$ cat src/rtl/pc_fetch_control.sv
// pc_fetch_control
//   Program counter and circular return-address stack feeding the
//   instruction cache. Applies stage-4 redirects (taken NZT, XEC, CALL),
//   decode-stage redirects (JMP, RET), hazard stalls and cache misses.
//
// Ports:
//   clk             rising-edge clock
//   n_RST           synchronous reset, active-low
//   hazard          stall request; ignored when a redirect is present
//   pipeline_flush  stage-4 redirect valid
//   flush_target    stage-4 redirect address
//   push_valid      push push_addr onto the return stack (with pipeline_flush)
//   push_addr       return address to push
//   jmp_valid       decode-stage JMP
//   jmp_target      JMP destination
//   ret_valid       decode-stage RET (pops the return stack)
//   i_cache_ready   cache has data for fetch_addr this cycle
//   fetch_addr      current PC presented to the instruction cache
//   fetch_req       fetch request valid
//   decode_pc       address of the instruction in decode
//   stack_level     number of valid return-stack entries
//   stack_overflow  sticky: push while full
//   stack_underflow sticky: pop while empty
module pc_fetch_control #(
    parameter int unsigned       ADDR_W       = 16,
    parameter int unsigned       STACK_DEPTH  = 8,
    parameter logic [ADDR_W-1:0] RESET_VECTOR = '0
) (
    input  logic                         clk,
    input  logic                         n_RST,
    input  logic                         hazard,
    input  logic                         pipeline_flush,
    input  logic [ADDR_W-1:0]            flush_target,
    input  logic                         push_valid,
    input  logic [ADDR_W-1:0]            push_addr,
    input  logic                         jmp_valid,
    input  logic [ADDR_W-1:0]            jmp_target,
    input  logic                         ret_valid,
    input  logic                         i_cache_ready,
    output logic [ADDR_W-1:0]            fetch_addr,
    output logic                         fetch_req,
    output logic [ADDR_W-1:0]            decode_pc,
    output logic [$clog2(STACK_DEPTH):0] stack_level,
    output logic                         stack_overflow,
    output logic                         stack_underflow
);

    localparam int unsigned PTR_W = $clog2(STACK_DEPTH);
    localparam int unsigned LVL_W = PTR_W + 1;
    localparam logic [LVL_W-1:0] FULL_LVL = LVL_W'(STACK_DEPTH);

    localparam logic [0:0] S_BOOT = 1'b0;
    localparam logic [0:0] S_RUN  = 1'b1;

    logic [0:0]        state;
    logic              run;
    logic [ADDR_W-1:0] stack_mem [STACK_DEPTH];
    logic [PTR_W-1:0]  ptr;
    logic [PTR_W-1:0]  top_idx;
    logic [ADDR_W-1:0] top_addr;
    logic [LVL_W-1:0]  level;
    logic              stack_empty;
    logic              stack_full;
    logic              do_push;
    logic              do_pop;
    logic [ADDR_W-1:0] next_pc;
    logic              load_dpc;

    assign run         = (state == S_RUN);
    assign fetch_req   = run;
    assign stack_level = level;
    assign stack_empty = (level == '0);
    assign stack_full  = (level == FULL_LVL);

    // A RET under a flush is a younger, squashed instruction; a RET with a
    // JMP loses to the JMP. Neither pops.
    assign do_push = run & pipeline_flush & push_valid;
    assign do_pop  = run & ret_valid & ~pipeline_flush & ~jmp_valid;

    // Pop address is read combinationally so RET redirects with no bubble.
    assign top_idx  = ptr - PTR_W'(1);
    assign top_addr = stack_mem[top_idx];

    always_comb begin
        next_pc  = fetch_addr;
        load_dpc = 1'b0;
        if (run) begin
            if (pipeline_flush) begin
                next_pc  = flush_target;
                load_dpc = 1'b1;
            end else if (jmp_valid) begin
                next_pc  = jmp_target;
                load_dpc = 1'b1;
            end else if (ret_valid) begin
                next_pc  = stack_empty ? RESET_VECTOR : top_addr;
                load_dpc = 1'b1;
            end else if (!hazard && i_cache_ready) begin
                next_pc  = fetch_addr + ADDR_W'(1);
                load_dpc = 1'b1;
            end
        end
    end

    always_ff @(posedge clk) begin
        if (!n_RST) begin
            state           <= S_BOOT;
            fetch_addr      <= RESET_VECTOR;
            decode_pc       <= RESET_VECTOR;
            ptr             <= '0;
            level           <= '0;
            stack_overflow  <= 1'b0;
            stack_underflow <= 1'b0;
        end else begin
            state      <= S_RUN;
            fetch_addr <= next_pc;
            if (load_dpc) begin
                decode_pc <= fetch_addr;
            end
            // When full the pointer already addresses the oldest entry, so a
            // push overwrites it and the level saturates.
            if (do_push) begin
                ptr <= ptr + PTR_W'(1);
                if (stack_full) begin
                    stack_overflow <= 1'b1;
                end else begin
                    level <= level + LVL_W'(1);
                end
            end else if (do_pop) begin
                if (stack_empty) begin
                    stack_underflow <= 1'b1;
                end else begin
                    ptr   <= top_idx;
                    level <= level - LVL_W'(1);
                end
            end
        end
    end

    always_ff @(posedge clk) begin
        if (n_RST && do_push) begin
            stack_mem[ptr] <= push_addr;
        end
    end

endmodule

$ cat config.mk
export PLATFORM = sky130hd
export DESIGN_NAME = pc_fetch_control
export DESIGN_NICKNAME = d
export VERILOG_FILES = /design/src/rtl/pc_fetch_control.sv
export SDC_FILE = /design/constraint.sdc
export NUM_CORES = 1
export LEC_CHECK = 0
export CORE_MARGIN = 2
export CORE_UTILIZATION = 31
export CTS_BUF_LIST = sky130_fd_sc_hd__clkbuf_4
export CTS_CLUSTER_SIZE = 10
export DETAILED_ROUTE_END_ITERATION = 7
export PLACE_DENSITY = 0.59
export RECOVER_POWER = 50
export SYNTH_ARGS = -nofsm -noshare
export SYNTH_HDL_FRONTEND = slang
export SYNTH_SLANG_ARGS = --single-unit
$ cat constraint.sdc
create_clock -name clk -period 5.6 [get_ports clk]
set_input_delay 1.12 -clock clk [delete_from_list [all_inputs] [get_ports clk]]
set_output_delay 1.12 -clock clk [all_outputs]
set_load 0.01 [all_outputs]
=== Word-level counts from Yosys, hierarchy flattened ===
Memory sizes are Yosys's and may differ from the RTL's.
Cells that the tools add are included.

* Flip-flop bits (word level): 42
* Memories: 1
* RAM bits: 128
* Input bits: 56
* Logic and storage cells: 55

{| class="wikitable"
|+ Memory list
! memory !! depth !! bits a word !! rd ports !! clocked after memory_dff !! write ports !! line !! RTL
|-
| stack_mem || 8 || 16 || 1 || 0 || 1 || 57 || <nowiki>logic [ADDR_W-1:0] stack_mem [STACK_DEPTH];</nowiki>
|}

* Bitwise gates (word level): 8
* Reductions and logical operators: 11
* Add/sub/neg operators: 5
* Multiplexer cells: 20
* Equal/unequal tests: 3

{| class="wikitable"
|+ Operators with widths
! operator !! count
|-
| 16-bit 2-to-1 mux || 5
|-
| 16-bit by 1-bit adder with 16-bit output (second input constant) || 1
|-
| 4-bit 2-to-1 mux || 4
|-
| 3-bit 2-to-1 mux || 3
|-
| 1-bit 2-to-1 mux || 8
|-
| 2-bit AND reduction || 3
|-
| 3-bit AND reduction || 2
|-
| 1-bit bitwise AND || 5
|-
| 4-bit by 1-bit adder with 4-bit output (second input constant) || 1
|-
| 4-bit equality test (second input constant) || 1
|-
| 4-bit zero test || 1
|-
| 4-bit nonzero test || 1
|-
| 4-bit by 1-bit subtractor with 4-bit output (second input constant) || 1
|-
| 3-bit by 1-bit adder with 3-bit output (second input constant) || 1
|-
| 1-bit NOT || 3
|-
| 3-bit by 1-bit subtractor with 3-bit output (second input constant) || 1
|-
| 1-bit logical AND || 2
|-
| 2-bit by 1-bit != test with 1-bit output (second input constant) || 1
|-
| 2-bit != test (second input constant) || 1
|-
| 2-bit nonzero test || 1
|-
| 1-bit zero test || 1
|}

=== Logic depth before layout (Yosys ltp) ===
Gate-level depths: netlist of run 1.

* Depth after elaboration: 7
* Depth in mapped cells: 12

=== Worst setup path after synthesis of run 1 ===
No wires, ideal clock.

* Path type: input to register
* Start point: input port pipeline_flush
* End point: memory stack_mem[1][0], enable pin
* Data required time: 5.191 ns
* Stages on the path: 5
* Data arrival time: 2.907 ns
* Slack: 2.284 ns
* Path buffers: 2
* Library setup time: 0.409 ns
* Cells stage by stage: clkbuf_2 -> and3_1 -> buf_2 -> nand3_1 -> nor3_1

* Cells in the longest elaborated chain, start to end: 5

{| class="wikitable"
|+ Ends and longest elaborated chain
! element !! line !! RTL
|-
| from (decl) || 32 || <nowiki>input logic pipeline_flush,</nowiki>
|-
| 1-bit bitwise AND (2 in a row) || 77 || <nowiki>assign do_push = run & pipeline_flush & push_valid;</nowiki>
|-
| 1-bit logical AND || 140 || <nowiki>if (n_RST && do_push) begin</nowiki>
|-
| 1-bit 2-to-1 mux || 140 ||
|-
| 1-bit 2-to-1 mux (not written as such) || 141 || <nowiki>stack_mem[ptr] <= push_addr;</nowiki>
|-
| to (decl) || 57 ||
|}

No other way between the ends.

=== Final worst setup path of run 1 ===
* Start point: input port n_RST
* End point: memory stack_mem[7][10], enable pin

* Cells in the longest elaborated chain, start to end: 3

{| class="wikitable"
|+ Ends and longest elaborated chain
! element !! line !! RTL
|-
| from (decl) || 30 || <nowiki>input logic n_RST,</nowiki>
|-
| 1-bit logical AND || 140 ||
|-
| 1-bit 2-to-1 mux || 140 ||
|-
| 1-bit 2-to-1 mux (not written as such) || 141 ||
|}

No other way between the ends.

==> results of run 1 <==
==> sequential cells by signal, summed over array words and instances, names as in the netlist <==
name,flops
decode_pc,16
fetch_addr,16
fetch_req,1
ptr,3
stack_level,4
stack_mem,128
stack_overflow,1
stack_underflow,1
==> power by group through the flow <==
stage	clock network (mW)	logic, mW	registers [mW]
CTS	0.723	0.329	1.41
finish	0.704	0.323	1.41
global route	0.779	0.352	1.41
detailed placement	0	0.328	1.43
floorplan	0	0.186	1.43
global placement	0	0.321	1.43
==> cells by family after synthesis <==
| family | count (synthesis) | share of synthesized area, % |
|---|---|---|
| fa+ha+maj | 5 | 0.850 |
| xor+xnor | 12 | 1.53 |
| flops | 170 | 63.7 |
| buf+inv | 44 | 3.42 |
| mux | 33 | 8.91 |
| simple gates | 169 | 10.6 |
| compound gates | 110 | 11.1 |
==> critical path, stage by stage <==
cell	delay [ps]
dlygate4sd3_1	520
clkbuf_1	1240
nand3_1	500
nor2_1	210
clkbuf_1	860
==> per-stage QoR <==
step           util, %  power [mW]
4_1_cts           37.8        2.46
6_report          37.9        2.43
3_5_place_dp      36.7        1.76
2_1_floorplan        -        1.62
5_1_grt           37.9        2.54
3_3_place_gp      36.7        1.75
==> path summary, 6_finish.rpt <==
| kind | depth (start not counted) | slack, ps | end |
|---|---|---|---|
| hold / removal | 2 | 470 | decode_pc[12] |
| setup / recovery | 5 | 1300 | stack_mem[7][10] |
| hold reg to reg | 2 | 470 | decode_pc[12] |
| setup reg to reg | 7 | 2550 | fetch_addr[4] |
==> metal layers <==
layer	vias to the layer above	share of wire [%]	track usage, %
li1	2268	-	-
met1	2442	45	19.9
met2	142	48	25.5
met3	17	5.1	3.64
met4	0	1.9	4.50
met5	-	0	0
==> area by class of cell <==
cell class | count | share of cell area [%]
Sequential cell | 170 | 52.9
Multi-Input combinational cell | 329 | 27.8
Timing Repair Buffer | 103 | 11.3
Tap cell | 319 | 4.50
Clock buffer | 19 | 1.61
Clock inverter | 13 | 1.48
Inverter | 9 | 0.381
==> layout by cell type (no fill, tap or decap), drive strengths merged, types with 7 or more instances in the layout <==
master | synthesis | layout
edfxtp | 128 | 128
nand2 | 78 | 78
clkdlybuf4s50 | 0 | 57
dfxtp | 42 | 42
dlygate4sd3 | 0 | 37
nor2 | 32 | 32
mux4 | 26 | 26
clkbuf | 14 | 21
a21oi | 19 | 19
inv | 9 | 17
nand3 | 16 | 16
a21boi | 16 | 16
o22ai | 10 | 10
o21ai | 9 | 9
nor3 | 9 | 9
nand4 | 8 | 8
a31oi | 7 | 7
mux2i | 7 | 7
buf | 21 | 7
xnor2 | 7 | 7
==> flow_metrics.env, run 1 <==
export IMPL_final_cell_count_no_fill=962
export IMPL_start_kind="primary input"
export IMPL_cts_setup_buffers=0
export IMPL_placed_area_um2=8580
export IMPL_die_w_um=158
export IMPL_drive_above_1_share_pct=12.6
export IMPL_ioPinCount=95
export IMPL_regArea_um2=4690
export IMPL_whs_ps=474
export IMPL_synthCells=543
export IMPL_rsz0062_at_grt="no"
export IMPL_sequentialPowerShare_pct=57.8
export IMPL_finalSetupTns_ps=0
export IMPL_nFillCells=2265
export IMPL_fp_dieArea_um2=25000
export IMPL_hold_viol=0
export IMPL_yosysTopAreaCell="edfxtp_1"
export IMPL_relSlewSlack_pct=-15.6
export IMPL_p_int_mw=1.77
export IMPL_pre_cts_ws_ps=1760
export IMPL_post_route_worst_setup_slack_ps=1300
export IMPL_syn_avg_cell_area_um2=13.6
export IMPL_timing_rr_start="ptr[1]"
export IMPL_n_antenna_cell=0
export IMPL_synth_async_sr_flop_share_pct=0
export IMPL_viasPerCell=5.06
export IMPL_synth_area_leaders="edfxtp_1 (52%), dfxtp_1 (11%), mux4_2 (8.0%)"
export IMPL_ir_drop_uv=168
export IMPL_fin_skew_ps=22.0
export IMPL_ant_nets=0
export IMPL_violations="capacitance limit, slew limit"
export IMPL_startpoint="n_RST"
export IMPL_clkSinkCount=170
export IMPL_yosysSeqAreaShare_pct=63.7
export IMPL_grt_max_degree=41
export IMPL_cts_buffers=17
export IMPL_p_clk_share_pct=28.9
export IMPL_min_from="decode_pc[12]"
export IMPL_required_ps=5770
export IMPL_yosys_cell_types_count=61
export IMPL_grt_pass1_wl_um=28600
export IMPL_synth_area_um2=7360
export IMPL_synth_enable_flop_cells=128
export IMPL_arrival_ps=4470
export IMPL_swShare_pct=27.3
export IMPL_drc_errors=0
export IMPL_synth_most_common_cell="edfxtp_1"
export IMPL_hold_class="register to register"
export IMPL_min_period_ps=4300
export IMPL_drtIter0Drc=245
export IMPL_min_period_over_period_pct=76.8
export IMPL_maxCapViolCount=1
export IMPL_holdBufCountCts=0
export IMPL_tightest_slew_ps=1730
export IMPL_power_leakage_nw=2.87
export IMPL_area_delta_synth_final_pct=20.4
export IMPL_rows=56
export IMPL_gr_total_overflow=0
export IMPL_end_kind="register"
export IMPL_drtPass1Iterations=5
export IMPL_syn_nets=604
export IMPL_worstSetupPathType="primary input to register"
export IMPL_clock_tree_root_cell="clkbuf_4"
export IMPL_grt_usage_pct=15.3
export IMPL_ys_seq_elements=170
export IMPL_core_um2=23400
export IMPL_clock_fmax_mhz=233
export IMPL_worstPathMaxFanout=40
export IMPL_yosysTopAreaCellShare_pct=52.2
export IMPL_maxSlewViolCount=41
export IMPL_final_area_um2=8860
export IMPL_cts_htree_levels=4
export IMPL_tritoncts="done"
export IMPL_finalNetCount=691
export IMPL_path_clk_slew_ps=150
export IMPL_status="complete, but fails checks"
export IMPL_p_comb_share_pct=13.3
export IMPL_antenna_found_initial=0
export IMPL_first_global_vias=4912
export IMPL_yosys_top_cells_count="edfxtp_1 (128), nand2_1 (77), dfxtp_1 (42), nor2_1 (32), mux4_2 (26)"
export IMPL_hpwl_um=12600
export IMPL_switching_power_mw=0.665
export IMPL_yosysWarnings=0
export IMPL_clock_path_buffers=2
export IMPL_synth_ff_type="edfxtp_1"
export IMPL_wl_per_cell_um=19.2
export IMPL_finalSetupViolCount=0
export IMPL_multiInputGateArea_um2=2470
export IMPL_routed_wl_um=18500
export IMPL_io_buffer_count=94
export IMPL_start_util_pct=31.4
export IMPL_via_count=4869
export IMPL_die_y_um=158
export IMPL_cts_resized=0
export IMPL_clock_latency_ps=550
export IMPL_powerDensity_nw_per_um2=275
export IMPL_place_gp_congestion=0.783
export IMPL_dp_cells=930
Power figures use the tool's default switching activity.
==> inputs of run 2 (changes only) <==
==> constraint.sdc (replaced) <==
create_clock -name clk -period 4.2 [get_ports clk]
set_input_delay 0.84 -clock clk [delete_from_list [all_inputs] [get_ports clk]]
set_output_delay 0.84 -clock clk [all_outputs]
set_load 0.01 [all_outputs]
==> flow_metrics.env, run 2 (synthesized netlist as in run 1, its figures left out) <==
export IMPL_top_register="stack_mem"
export IMPL_top_layer_used="met5"
export IMPL_drtPass1Iterations=5
export IMPL_clock_fmax_mhz=301
export IMPL_finalSetupViolCount=0
export IMPL_routed_wl_met3_um=1230
export IMPL_rsz0062_at_grt="no"
export IMPL_antenna_found_initial=3
export IMPL_cts_resized=0
export IMPL_whs_path_depth=2
export IMPL_rows=56
export IMPL_status="complete, but fails checks"
export IMPL_powerDensity_nw_per_um2=355
export IMPL_rr_endpoint="fetch_addr[14]"
export IMPL_ioPinCount=95
export IMPL_tritoncts="done"
export IMPL_tightest_slew_ps=1680
export IMPL_drc_errors=0
export IMPL_place_gp_congestion=0.828
export IMPL_power_leakage_nw=2.91
export IMPL_clock_tree_root_cell="clkbuf_4"
export IMPL_drtIter0Drc=348
export IMPL_viasPerCell=5.06
export IMPL_maxCapViolCount=1
export IMPL_r2r_cells=5
export IMPL_timing_rr_start="stack_level[0]"
export IMPL_routed_wl_um=18400
export IMPL_worstSetupPathType="primary input to register"
export IMPL_clock_path_buffers=2
export IMPL_end_kind="register"
export IMPL_dr_wl_met2_um=8950
export IMPL_fin_skew_ps=22.1
export IMPL_drive_above_1_share_pct=12.6
export IMPL_hpwl_um=12200
export IMPL_hold_class="register to register"
export IMPL_cts_setup_buffers=0
export IMPL_grt_pass1_wl_um=27900
export IMPL_finalSetupTns_ps=0
export IMPL_layout_commonest_cell="edfxtp_1"
export IMPL_finalNetCount=700
export IMPL_wl_met1_um=8020
export IMPL_gr_total_overflow=0
export IMPL_violations="capacitance limit, slew limit"
export IMPL_largestRegisters="stack_mem: 128 flops, decode_pc: 16 flops, fetch_addr: 16 flops"
export IMPL_wl_per_cell_um=18.9
export IMPL_ant_nets=0
export IMPL_min_period_over_period_pct=79.0
export IMPL_grt_max_degree=41
export IMPL_die_y_um=158
export IMPL_maxSlewViolCount=41
export IMPL_largest_reg_flops=128
export IMPL_r2r_slack_ps=1480
export IMPL_whs_ps=475
export IMPL_start_util_pct=31.4
export IMPL_hold_viol=0
export IMPL_power_mw=3.15
export IMPL_holdBufCountCts=0
export IMPL_ir_drop_uv=155
export IMPL_fp_dieArea_um2=25000
export IMPL_worstPathMaxFanout=40
export IMPL_final_cell_mix="edfxtp_1 (128), nand2_1 (77), clkdlybuf4s50_1 (57)"
export IMPL_first_global_vias=4775
export IMPL_grt_usage_pct=15.1
export IMPL_min_period_ps=3320
export IMPL_path_clk_slew_ps=120
export IMPL_n_antenna_cell=0
export IMPL_required_ps=4410
export IMPL_area_delta_synth_final_pct=20.7
export IMPL_clkSinkCount=170
export IMPL_clock_latency_ps=540
export IMPL_relSlewSlack_pct=-12.0
export IMPL_arrival_ps=3530
export IMPL_via_count=4915
export IMPL_min_from="decode_pc[6]"
export IMPL_cts_buffers=17
export IMPL_min_to="decode_pc[6]"
export IMPL_core_um2=23400
export IMPL_cts_htree_levels=4
export IMPL_io_buffer_count=94
export IMPL_start_kind="primary input"
export IMPL_die_w_um=158
==> run 2: cell count changes in the layout (fill, tap and decap cells not counted), moves of 2 or more <==
cell / before / now
buf_4: 7 / 17
clkbuf_4: 19 / 17
clkinv_1: 1 / 5
inv_6: 6 / 3
nor2_1: 28 / 32
nor2_2: 4 / 0
nor3_4: 2 / 0
==> run 2: how the worst max path moves through the flow <==
stage | start | to | slack [ps] | cells past startpoint
global placement | pipeline_flush | fetch_addr[10] | 900 | 6
finish | n_RST | stack_mem[1][7] | 880 | 5
global route | n_RST | stack_mem[0][7] | 750 | 5
floorplan | pipeline_flush | stack_mem[1][0] | 1160 | 5
detailed placement | pipeline_flush | fetch_addr[10] | 810 | 6
CTS | stack_level[0] | fetch_addr[14] | 1390 | 5
==> run 2: final cells by class <==
class / instances / area, µm²
multi-input cells: 329 / 2440
well taps: 319 / 399
inverters: 9 / 33.8
fillers: 2289 / 14500
flip-flops and latches: 170 / 4690
clock buffers: 17 / 128
repair buffers: 112 / 1070
clock inverters: 15 / 123
==> run 2: layer usage <==
layer | GRT usage [%] | up-vias
li1 | - | 2286
met4 | 3.82 | 4
met1 | 20.1 | 2457
met2 | 24.9 | 154
met5 | 0 | -
met3 | 3.42 | 14
==> run 2: worst max-delay path: stages <==
cell and delay (ps):
dlygate4sd3_1 520, clkbuf_1 1210, nand3_1 410, nor3_2 210, buf_4 330
==> run 2: power by group <==
part	switching [mW]	leakage, nW	internal [mW]
sequential	0.0424	1.50	1.83
clock	0.556	0.136	0.294
combinational	0.228	1.28	0.202
total	0.826	2.91	2.33
==> run 2: metrics by stage <==
| stage | utilization (%) | cells | worst slack, ps | instance area, µm² |
|---|---|---|---|---|
| floorplan | - | 543 | 1160 | 7360 |
| global placement | 36.9 | 939 | 902 | 8640 |
| detailed placement | 36.9 | 939 | 811 | 8640 |
| CTS | 38.0 | 971 | 1390 | 8890 |
| global route | 37.9 | 971 | 748 | 8880 |
| finish | 37.9 | 971 | 880 | 8880 |
